[src/rtl/copperv_pkg.sv]
// Shared CopperV bus definitions: read-arbiter FSM states, grant encoding
// and the request selection helper used by the bus arbiter.
package copperv_pkg;

  typedef enum logic [1:0] {
    R_IDLE = 2'd0,
    R_ADDR = 2'd1,
    R_DATA = 2'd2
  } rd_state_e;

  typedef enum logic {
    GRANT_I = 1'b0,
    GRANT_D = 1'b1
  } grant_e;

  // Picks the read winner. A lone requester always wins. On contention the
  // round-robin mode hands the bus to the port not granted last, otherwise
  // the data port has fixed priority.
  function automatic grant_e pick_grant(input logic   i_req,
                                        input logic   d_req,
                                        input logic   rr_en,
                                        input grant_e last);
    grant_e g;
    g = GRANT_D;
    if (i_req && !d_req) begin
      g = GRANT_I;
    end else if (i_req && d_req && rr_en) begin
      g = (last == GRANT_D) ? GRANT_I : GRANT_D;
    end
    return g;
  endfunction

endpackage

[src/rtl/copperv_bus_arbiter.sv]
// Arbitrates the instruction and data read ports onto one memory read port
// (one read outstanding at a time); data writes pass straight through.
// Optional feature: define ARBITER_RR_EN for round-robin read arbitration,
// otherwise contention always goes to the data port.
module copperv_bus_arbiter
  import copperv_pkg::*;
#(
  parameter int bus_width = 32
) (
  input  logic                 clk,
  input  logic                 rst,
  // instruction read
  input  logic                 i_raddr_valid,
  output logic                 i_raddr_ready,
  input  logic [bus_width-1:0] i_raddr,
  output logic                 i_rdata_valid,
  input  logic                 i_rdata_ready,
  output logic [bus_width-1:0] i_rdata,
  // instruction write (not supported)
  input  logic                 i_waddr_valid,
  output logic                 i_waddr_ready,
  input  logic [bus_width-1:0] i_waddr,
  input  logic                 i_wdata_valid,
  output logic                 i_wdata_ready,
  input  logic [bus_width-1:0] i_wdata,
  // data read
  input  logic                 d_raddr_valid,
  output logic                 d_raddr_ready,
  input  logic [bus_width-1:0] d_raddr,
  output logic                 d_rdata_valid,
  input  logic                 d_rdata_ready,
  output logic [bus_width-1:0] d_rdata,
  // data write
  input  logic                 d_waddr_valid,
  output logic                 d_waddr_ready,
  input  logic [bus_width-1:0] d_waddr,
  input  logic                 d_wdata_valid,
  output logic                 d_wdata_ready,
  input  logic [bus_width-1:0] d_wdata,
  // memory read
  output logic                 m_raddr_valid,
  input  logic                 m_raddr_ready,
  output logic [bus_width-1:0] m_raddr,
  input  logic                 m_rdata_valid,
  output logic                 m_rdata_ready,
  input  logic [bus_width-1:0] m_rdata,
  // memory write
  output logic                 m_waddr_valid,
  input  logic                 m_waddr_ready,
  output logic [bus_width-1:0] m_waddr,
  output logic                 m_wdata_valid,
  input  logic                 m_wdata_ready,
  output logic [bus_width-1:0] m_wdata,
  // arbitration status
  output logic                 grant_d
);

  rd_state_e state_q, state_d;
  grant_e    gnt_q, gnt_d;
  grant_e    last_gnt;
  logic      rr_en;
  logic      in_addr, in_data;
  logic      sel_d;
  logic      sel_rdata_ready;

  // Instruction-side write channels are never used by the core.
  logic unused_iw;
  assign unused_iw = ^{i_waddr_valid, i_wdata_valid, i_waddr, i_wdata};

`ifdef ARBITER_RR_EN
  grant_e rr_last_q;

  // Round-robin pointer: remembers which port won the most recent grant.
  always_ff @(posedge clk) begin
    if (rst) begin
      rr_last_q <= GRANT_I;
    end else if (state_q == R_IDLE && (i_raddr_valid || d_raddr_valid)) begin
      rr_last_q <= gnt_d;
    end
  end

  assign rr_en    = 1'b1;
  assign last_gnt = rr_last_q;
`else
  assign rr_en    = 1'b0;
  assign last_gnt = GRANT_I;
`endif

  // State and grant registers; reset abandons any read in flight.
  always_ff @(posedge clk) begin
    if (rst) begin
      state_q <= R_IDLE;
      gnt_q   <= GRANT_I;
    end else begin
      state_q <= state_d;
      gnt_q   <= gnt_d;
    end
  end

  assign sel_d           = (gnt_q == GRANT_D);
  assign sel_rdata_ready = sel_d ? d_rdata_ready : i_rdata_ready;

  // Next-state logic; the grant is only ever updated from R_IDLE.
  always_comb begin
    state_d = state_q;
    gnt_d   = gnt_q;
    case (state_q)
      R_IDLE: begin
        if (i_raddr_valid || d_raddr_valid) begin
          gnt_d   = pick_grant(i_raddr_valid, d_raddr_valid, rr_en, last_gnt);
          state_d = R_ADDR;
        end
      end
      R_ADDR: begin
        if (m_raddr_ready) state_d = R_DATA;
      end
      R_DATA: begin
        if (m_rdata_valid && sel_rdata_ready) state_d = R_IDLE;
      end
      default: state_d = R_IDLE;
    endcase
  end

  // Read-side handshakes are forced low while reset is held, even if the
  // state register still shows an in-flight read.
  assign in_addr = (state_q == R_ADDR) && !rst;
  assign in_data = (state_q == R_DATA) && !rst;

  // Read path steering toward memory and back to the granted port.
  always_comb begin
    m_raddr_valid = in_addr;
    m_raddr       = sel_d ? d_raddr : i_raddr;
    i_raddr_ready = in_addr && !sel_d && m_raddr_ready;
    d_raddr_ready = in_addr &&  sel_d && m_raddr_ready;
    m_rdata_ready = in_data && sel_rdata_ready;
    i_rdata_valid = in_data && !sel_d && m_rdata_valid;
    d_rdata_valid = in_data &&  sel_d && m_rdata_valid;
    i_rdata       = sel_d ? '0 : m_rdata;
    d_rdata       = sel_d ? m_rdata : '0;
  end

  // Writes come only from the data port and bypass the read FSM entirely.
  assign m_waddr_valid = d_waddr_valid;
  assign m_waddr       = d_waddr;
  assign d_waddr_ready = m_waddr_ready;
  assign m_wdata_valid = d_wdata_valid;
  assign m_wdata       = d_wdata;
  assign d_wdata_ready = m_wdata_ready;
  assign i_waddr_ready = 1'b0;
  assign i_wdata_ready = 1'b0;

  assign grant_d = gnt_q;

endmodule

[config.mk]
export PLATFORM = sky130hd
export DESIGN_NAME = copperv_bus_arbiter
export DESIGN_NICKNAME = d
export VERILOG_FILES = /design/src/rtl/copperv_pkg.sv /design/src/rtl/copperv_bus_arbiter.sv
export SDC_FILE = /design/constraint.sdc
export NUM_CORES = 1
export LEC_CHECK = 0
export CAP_MARGIN = 20
export CORE_AREA = 2 2 161 163
export CTS_CLUSTER_DIAMETER = 50
export DETAILED_ROUTE_END_ITERATION = 6
export DIE_AREA = 0 0 163 165
export PLACE_DENSITY = 0.45
export SLEW_MARGIN = 40
export SYNTH_ARGS = -nofsm -noshare
export SYNTH_HDL_FRONTEND = slang
export SYNTH_SLANG_ARGS = --single-unit
[constraint.sdc]
create_clock -name clk -period 1.5 [get_ports clk]
set_input_delay 0.3 -clock clk [delete_from_list [all_inputs] [get_ports clk]]
set_output_delay 0.3 -clock clk [all_outputs]
set_load 0.02 [all_outputs]
==> metrics, run 1 <==
per-instance average area after synthesis=slightly below 8 sq um; arrival time of the worst setup path=1.40 ns; summed negative setup slack over all endpoints=-8.01 ns; power share of the sequential group=4.2%; remaining global-route overflow=0; Layout Utilization=17.5%; initial antenna violation count=0; Inst Count DP=675; post-route standard cell area excluding fillers=about 0.0044 sq mm; share of the clock period used by the worst path after layout=113%; delay-heaviest family, CP=buffers and inverters; first drt pass iteration count=2; core area=0.0250 sq mm; library cells used by synthesis=22; horizontal die dimension=163 um; portion of the post-synthesis area used by sequential elements=3.88%; final setup fails=69; Vias=1992; Yosys warnings=0; wire per inst=12.4 um; Setup Skew=0.000908 ns; area growth from synthesis to layout=183%; category of the most critical setup path=reg2out; Leakage=about 0.0019 uW; nets@finish=between 600 and 700; hold buffer count at CTS=0; CP most frequent cell=sky130_fd_sc_hd__buf_6; Max rail drop VDD=slightly below 400 uV; DRT iter0 DRCs=17; starting utilization of the core area=6.18%; CTS Root Buffer Type=sky130_fd_sc_hd__clkbuf_16; port bufs=206; Die Y-Extent=165 um; wire length of the first global-routing pass=between 10000 and 15000 um; number of non-filler instances in the completed layout=between 700 and 800; number of rows in the core area=58; post-route setup slack=-0.197 ns; final weighted congestion of routability-driven global placement=around 0.65; final antenna-violating net count=0; largest net degree at the start of global routing=12; Clock Tree Buf Depth=2; Pins Over Slew Limit=0; failing checks=negative setup slack; max frequency=0.589 GHz; setup repair after global routing missed its margin=yes; Logic pwr share=79.4%; TritonCTS clock tree=built; required time of the critical path=roughly 1.2 ns; gr usage total=5.47%; dpl hpwl=around 6600 um; fraction of final layout cells sized beyond drive strength 1=63.8%; switching share of power=35.4%; top-level port count=between 400 and 500; Worst Hold Slack=0.426 ns; sum of buffers and inverters on the critical path=3; placement-stage cell area=0.00363 sq mm; worst-path cell with the longest stage delay=sky130_fd_sc_hd__dfxtp_4; type of the tightest min-delay check=in2reg; detail-routed via count per cell=2.83; post-synthesis cell count=roughly 200; result of the run=complete, but fails checks; clk sinks=3; worst skew pair latency=~0.22 ns; Antenna Cells=0; Cell Chain, Critical Path=buf_6, clkbuf_16, mux2_4, buf_6; shortest clock period the worst path allows after layout=roughly 1.7 ns; clock-pin slew reported for the worst setup and hold paths after clock tree synthesis=0.03 ns; drc violations=0; cts bufs inserted=3; crit path max fanout=6; hold violation count in the final report=0; max-cap violation count=0; total power divided by cell area=582 mW/mm^2; mapped cell area=0.00155 sq mm; number of global-route vias before repair=1946; Post-Route WL=8730 um; type of origin of the critical path=register; htree depth=1; element type at the critical path end=output port; switching pwr=between 900 and 1000 uW; Internal Pwr Total=between 1500 and 2000 uW; flops & latches, synth=3; largest stage delay on the critical path=0.43 ns; part of the total power dissipated in the clock network=between 10% and 20%; die area=roughly 0.027 sq mm
[per-layer routing]
layer	track usage [%]	up-vias	share of wire [%]
met5	0	-	0
li1	-	922	-
met2	10.5	161	51
met3	1.98	38	13
met4	2.57	0	4.4
met1	5.12	871	32
[timing repair]
action,in CTS,in global routing
buffers inserted,15,6
setup endpoints to repair,103,100
gates cloned,6,2
pin swaps,4,1
gates resized for setup,594,89
[metrics by stage]
step | power [uW] | setup WS [ns]
2_1_floorplan | 1030 | 0.0788
3_3_place_gp | 1690 | -0.764
3_5_place_dp | 1680 | -0.762
4_1_cts | 2420 | -0.266
5_1_grt | 2680 | -0.239
6_report | 2550 | -0.197
[cells in the mapped netlist (all sizes together)]
cell / count / share of area, %
a2111oi: 1 / 0.57
a211o: 1 / 0.57
and2: 33 / 13
and3: 1 / 0.40
and4bb: 1 / 0.81
buf: 75 / 36
clkbuf: 6 / 1.5
conb: 1 / 0.24
dfxtp: 3 / 3.9
mux2: 32 / 23
mux2i: 1 / 0.65
nand2b: 1 / 0.40
nor2: 1 / 0.24
nor2b: 33 / 13
nor3: 1 / 0.32
nor3b: 4 / 2.3
nor4b: 1 / 0.57
o21ai: 1 / 0.32
or3b: 1 / 0.57
or4b: 1 / 0.65
[power groups by stage]
stage / Combinational [uW] / Sequential (uW) / Clock (uW)
after floorplan: 926 / 104 / 0
after detailed placement: 1560 / 116 / 0
after global routing: 2130 / 110 / 439
final: 2020 / 108 / 418
after global placement: 1570 / 115 / 0
after CTS: 1880 / 110 / 427
[cell families after synthesis]
logic type,Yosys count,synth area share (%)
flip-flops,3,3.88
other,1,0.242
buffers and inverters,81,37.5
AO/OA/AOI/OAI,3,1.46
multiplexers,33,23.9
AND/OR/NAND/NOR,78,32.9
[cells in the final DEF (no fill, tap or decap), types with 5 or more instances in the layout]
cell type and instances:
sky130_fd_sc_hd__mux2_4 18, sky130_fd_sc_hd__clkdlybuf4s50_1 101, sky130_fd_sc_hd__buf_12 7, sky130_fd_sc_hd__mux2_2 14
sky130_fd_sc_hd__nor2b_1 18, sky130_fd_sc_hd__buf_6 80, sky130_fd_sc_hd__buf_4 38, sky130_fd_sc_hd__nor2b_4 13
sky130_fd_sc_hd__and2_4 30, sky130_fd_sc_hd__clkbuf_16 5, sky130_fd_sc_hd__buf_2 11
[path summary, 6_finish.rpt]
| check | cells after the start | from | slack (ns) | end |
|---|---|---|---|---|
| min reg2reg | 2 | state_q[0] | 0.59 | state_q[0] |
| max reg2reg | 6 | grant_d | 0.01 | state_q[1] |
| min | 2 | m_raddr_ready | 0.43 | state_q[0] |
| max | 4 | grant_d | -0.20 | m_raddr[2] |
[final cells by class]
class | instances | area (sq um)
well taps | 330 | 413
multi-input cells | 116 | 1180
flip-flops and latches | 3 | 66.3
repair buffers | 250 | 2640
clock buffers | 4 | 78.8
fillers | 2815 | 20700
[worst reg2reg max path: stages (launching register included)]
cell                      delay (ns)
sky130_fd_sc_hd__dfxtp_4        0.39
sky130_fd_sc_hd__buf_12         0.17
sky130_fd_sc_hd__buf_12         0.13
sky130_fd_sc_hd__mux2i_4        0.19
sky130_fd_sc_hd__buf_4          0.14
sky130_fd_sc_hd__buf_4          0.13
sky130_fd_sc_hd__a211o_1        0.24
[sequential cells by signal, summed over array words and instances, names as in the netlist]
| signal | flops |
|---|---|
| grant_d | 1 |
| state_q | 2 |
(Power assumes the default switching activity.)
==> run 2, diff against run 1 <==
--- a/config.mk
+++ b/config.mk
@@ -6,11 +6,11 @@
 export NUM_CORES = 1
 export LEC_CHECK = 0
 export CAP_MARGIN = 20
-export CORE_AREA = 2 2 161 163
+export CORE_AREA = 3 3 158 160
 export CTS_CLUSTER_DIAMETER = 50
 export DETAILED_ROUTE_END_ITERATION = 6
-export DIE_AREA = 0 0 163 165
-export PLACE_DENSITY = 0.45
+export DIE_AREA = 0 0 161 163
+export PLACE_DENSITY = 0.47
 export SLEW_MARGIN = 40
 export SYNTH_ARGS = -nofsm -noshare
 export SYNTH_HDL_FRONTEND = slang
==> run 2 against run 1 <==
  * The run still ends with negative setup slack left
  * Flip-flop and latch count unchanged
  * Setup slack got worse by 0.023 ns
  * Clock power increased by 2%
  * Critical path type unchanged
  * Highest routed layer unchanged
==> metrics, run 2 (synthesis gave the netlist of run 1 again) <==
wire per inst=13.8 um; required time of the critical path=~1.2 ns; Die Y-Extent=between 150 and 200 um; total power divided by cell area=slightly below 600 mW/mm^2; element type at the critical path end=output port; most common library cell in the layout ignoring fill and taps=sky130_fd_sc_hd__clkdlybuf4s50_1; type of origin of the critical path=register; TritonCTS clock tree=built; starting utilization of the core area=6.57%; hold violation count in the final report=0; failing checks=negative setup slack; clock-pin slew reported for the worst setup and hold paths after clock tree synthesis=around 0.03 ns; placement-stage cell area=0.00365 sq mm; Layout Utilization=19.4%; category of the most critical setup path=reg2out; Clock Tree Buf Depth=2; share of the clock period used by the worst path after layout=115%; Max rail drop VDD=between 200 and 250 uV; number of global-route vias before repair=~2100; final setup fails=91; Worst Hold Slack=0.441 ns; DRT iter0 DRCs=32; core area=~0.024 sq mm; final weighted congestion of routability-driven global placement=0.614; clk sinks=3; number of flip-flops under the largest register name=2; result of the run=complete, but fails checks; nets@finish=614; Leakage=0.00201 uW; post-route standard cell area excluding fillers=around 0.0046 sq mm; htree depth=1; worst skew pair latency=0.22 ns; area growth from synthesis to layout=195%; CTS Root Buffer Type=sky130_fd_sc_hd__clkbuf_16; first drt pass iteration count=2; Internal Pwr Total=1740 uW; switching share of power=35.2%; Pins Over Slew Limit=0; largest net degree at the start of global routing=28; port bufs=206; power share of the sequential group=between 3 and 4%; max frequency=0.582 GHz; Logic pwr share=80.4%; hold buffer count at CTS=0; top-level port count=411; fraction of final layout cells sized beyond drive strength 1=a little over three fifths; die area=0.0262 sq mm; initial antenna violation count=0; Antenna Cells=0; worst setup slack for register-to-register paths=0.19 ns; gr usage total=6.22%; remaining global-route overflow=0; max-cap violation count=0; final antenna-violating net count=0; crit path max fanout=2; horizontal die dimension=161 um; arrival time of the worst setup path=between 1 and 1.5 ns; Vias=between 1500 and 2000; summed negative setup slack over all endpoints=-8.04 ns; number of rows in the core area=56; detail-routed via count per cell=2.88; wire length of the first global-routing pass=~13000 um; type of the tightest min-delay check=in2reg; drc violations=0; part of the total power dissipated in the clock network=between 15 and 20%; Post-Route WL=roughly 9500 um; post-place setup slack=-0.652 ns; Setup Skew=0.00286 ns; cts bufs inserted=3; largest register by flop count=state_q; switching pwr=943 uW; shortest clock period the worst path allows after layout=approximately 1.7 ns; post-route setup slack=-0.219 ns; dpl hpwl=6940 um; leading cell types in the layout, fill and taps excluded=101 x sky130_fd_sc_hd__clkdlybuf4s50_1, 84 x sky130_fd_sc_hd__buf_6, 32 x sky130_fd_sc_hd__mux2_4, 32 x sky130_fd_sc_hd__buf_4, 25 x sky130_fd_sc_hd__and2_4; setup repair after global routing missed its margin=yes
[run 2: worst paths after layout]
path,end,from,depth (start not counted)
hold reg to reg,state_q[0],state_q[1],3
hold / removal,state_q[0],rst,3
setup / recovery,i_rdata_valid,state_q[0],4
setup reg to reg,state_q[1],grant_d,5
[run 2: final cells by class]
type                            count  area, sq um
Sequential cell                     3         66.3
Tap cell                          319          399
Timing Repair Buffer              252         2760
Clock buffer                        4         78.8
Fill cell                        2636        19000
Multi-Input combinational cell    116         1250
[run 2: per-stage QoR]
step | std cells | power [uW]
floorplan | 200 | 1030
global placement | 661 | 1700
detailed placement | 661 | 1700
CTS | 686 | 2450
global route | 694 | 2820
finish | 694 | 2680
[run 2: power groups by stage]
| stage | registers (uW) | logic [uW] | clock network, uW |
|---|---|---|---|
| after CTS | 99.8 | 1920 | 429 |
| after detailed placement | 116 | 1580 | 0 |
| after floorplan | 104 | 926 | 0 |
| final | 100 | 2160 | 426 |
| after global routing | 102 | 2280 | 440 |
| after global placement | 115 | 1590 | 0 |
[run 2: critical path: stages (launching register included)]
cell                      delay (ns)
sky130_fd_sc_hd__dfxtp_2        0.32
sky130_fd_sc_hd__buf_6          0.11
sky130_fd_sc_hd__or3b_4         0.40
sky130_fd_sc_hd__nor3b_4        0.22
sky130_fd_sc_hd__buf_12         0.14
[run 2: timing repair]
item	CTS	global route
hold endpoints to repair	0	0
cloned	5	4
resized for setup	576	111
setup endpoints to repair	102	93
buffers inserted	17	6
pin swaps	3	2
[run 2: routing by layer]
metal | vias up | part of all wire [%] | routed length [um] | global-route usage [%]
met1 | 868 | 34 | 3210 | 6.18
met3 | 40 | 12 | 1140 | 2.19
met4 | 0 | 4.7 | 452 | 3.21
li1 | 927 | - | - | -
met5 | - | 0 | 0 | 0
met2 | 161 | 50 | 4740 | 11.4
==> run 3, diff against run 2 <==
--- a/config.mk
+++ b/config.mk
@@ -10,6 +10,7 @@
 export CTS_CLUSTER_DIAMETER = 50
 export DETAILED_ROUTE_END_ITERATION = 6
 export DIE_AREA = 0 0 161 163
+export GPL_TIMING_DRIVEN = 0
 export PLACE_DENSITY = 0.47
 export SLEW_MARGIN = 40
 export SYNTH_ARGS = -nofsm -noshare
==> run 3 against run 2 <==
  * The run still ends with negative setup slack left
  * Power rose by 18%
  * Wire length is 29% higher
  * Flip-flop and latch count unchanged
  * Cell area is 26% higher
  * Sequential power increased by 11%
  * Setup slack lost 0.0047 ns
  * Count of clock-buffer cells in the layout stayed put
  * Non-clock buffer count is 135 higher
  * Final cell count up 19%
  * Via count up 27%
  * Sequential share of layout area is 0.26 points lower
  * Fmax fell by 0.27%
  * Largest power group unchanged
==> metrics, run 3 (synthesis gave the netlist of run 1 again) <==
result of the run=complete, but fails checks; failing checks=negative setup slack; start point of the critical path=grant_d; wire length of the first global-routing pass=16300 um; type of origin of the critical path=register; number of rows in the core area=56; first drt pass iteration count=2; total power divided by cell area=roughly 550 mW/mm^2; element type at the critical path end=output port; area growth from synthesis to layout=271%; count of cells along the worst register-to-register path=5; post-route setup slack=-0.224 ns; most common library cell in the layout ignoring fill and taps=sky130_fd_sc_hd__clkdlybuf4s50_1; gr usage total=8.19%; Setup Skew=0.00165 ns; final setup fails=100; core area=between 0.02 and 0.025 sq mm; shortest clock period the worst path allows after layout=between 1.5 and 2 ns; type of the tightest min-delay check=in2reg; drc violations=0; Clock Tree Buf Depth=2; max frequency=0.580 GHz; total design power=3160 uW; crit path max fanout=7; worst setup slack for register-to-register paths=0.15 ns; initial antenna violation count=0; max-cap violation count=0; summed negative setup slack over all endpoints=-11.92 ns; detail-routed via count per cell=3.06; final antenna-violating net count=0; clk sinks=3; post-route standard cell area excluding fillers=approximately 0.0057 sq mm; placement-stage cell area=0.00469 sq mm; Antenna Cells=0; number of flip-flops under the largest register name=2; horizontal die dimension=161 um; leading cell types in the layout, fill and taps excluded=169 x sky130_fd_sc_hd__clkdlybuf4s50_1, 95 x sky130_fd_sc_hd__buf_4, 81 x sky130_fd_sc_hd__buf_6; capture point of the worst path=m_raddr[28]; TritonCTS clock tree=built; die area=approximately 0.026 sq mm; top-level port count=411; htree depth=1; worst skew pair latency=0.22 ns; required time of the critical path=approximately 1.2 ns; Pins Over Slew Limit=0; nets@finish=749; Post-Route WL=12300 um; share of the clock period used by the worst path after layout=115%; remaining global-route overflow=0; r2r startpoint=grant_d; category of the most critical setup path=reg2out; Leakage=approximately 0.0026 uW; starting utilization of the core area=6.57%; DRT iter0 DRCs=41; dpl hpwl=9730 um; number of global-route vias before repair=2607; clock-pin slew reported for the worst setup and hold paths after clock tree synthesis=0.03 ns; Worst Hold Slack=roughly 0.42 ns; fraction of final layout cells sized beyond drive strength 1=59.2%; final weighted congestion of routability-driven global placement=~0.65; largest net degree at the start of global routing=11; post-place setup slack=-0.956 ns; Vias=2534; setup repair after global routing missed its margin=yes; Max rail drop VDD=227 uV; hold buffer count at CTS=0; reg-to-reg critical path endpoint=state_q[1]; Die Y-Extent=about 160 um; # fillers=2589; cts bufs inserted=3; port bufs=about 270; hold violation count in the final report=0; arrival time of the worst setup path=1.42 ns; wire per inst=14.8 um; largest register by flop count=state_q; CTS Root Buffer Type=sky130_fd_sc_hd__clkbuf_16
## run 3: area by class of cell
class	instances	area, sq um	share of cell area [%]
buffer	80	741	12.9
sequential	3	68.8	1.20
clock buffer	4	78.8	1.37
timing repair buffer	307	3230	56.3
multi-input combinational	116	1220	21.3
tap	319	399	6.95
## run 3: what timing repair did
item                       4_1_cts  5_1_grt
setup buffers                   15       10
resized for setup              574      143
pin swaps                        1        2
setup endpoints to repair      103       98
gates cloned                     8        1
## run 3: how the worst min path moves through the flow
stage                  startpoint          to  slack (ns)  cells past startpoint
global route        m_raddr_ready  state_q[0]        0.45                      2
floorplan                     rst  state_q[0]        0.38                      1
CTS                 m_raddr_ready  state_q[0]        0.42                      2
detailed placement     state_q[1]  state_q[0]        0.58                      1
global placement       state_q[1]  state_q[0]        0.57                      1
finish              m_raddr_ready  state_q[0]        0.42                      2
## run 3: critical path, stage by stage, from the launching register on
cell,delay (ns)
sky130_fd_sc_hd__dfxtp_4,0.40
sky130_fd_sc_hd__buf_12,0.18
sky130_fd_sc_hd__clkbuf_16,0.17
sky130_fd_sc_hd__mux2_4,0.30
sky130_fd_sc_hd__buf_6,0.14
## run 3: per-stage QoR
stage / instances / utilization, %
finish: 829 / 24.4
detailed placement: 793 / 19.9
global route: 829 / 24.4
floorplan: 200 / -
CTS: 820 / 22.7
global placement: 793 / 19.9
## run 3: power breakdown
group	total [uW]	switching (uW)	internal [uW]
clock network	422	71.7	351
logic	2620	1060	1560
registers	111	20.6	90.8
## run 3: per-layer routing
metal	vias to the layer above	wire length (um)	share of wire [%]	global-route usage [%]
met5	-	0	0	0
met4	0	56	0.46	1.06
met3	5	1310	11	2.54
met2	198	6690	54	16.6
met1	1128	4220	34	8.39
li1	1203	-	-	-
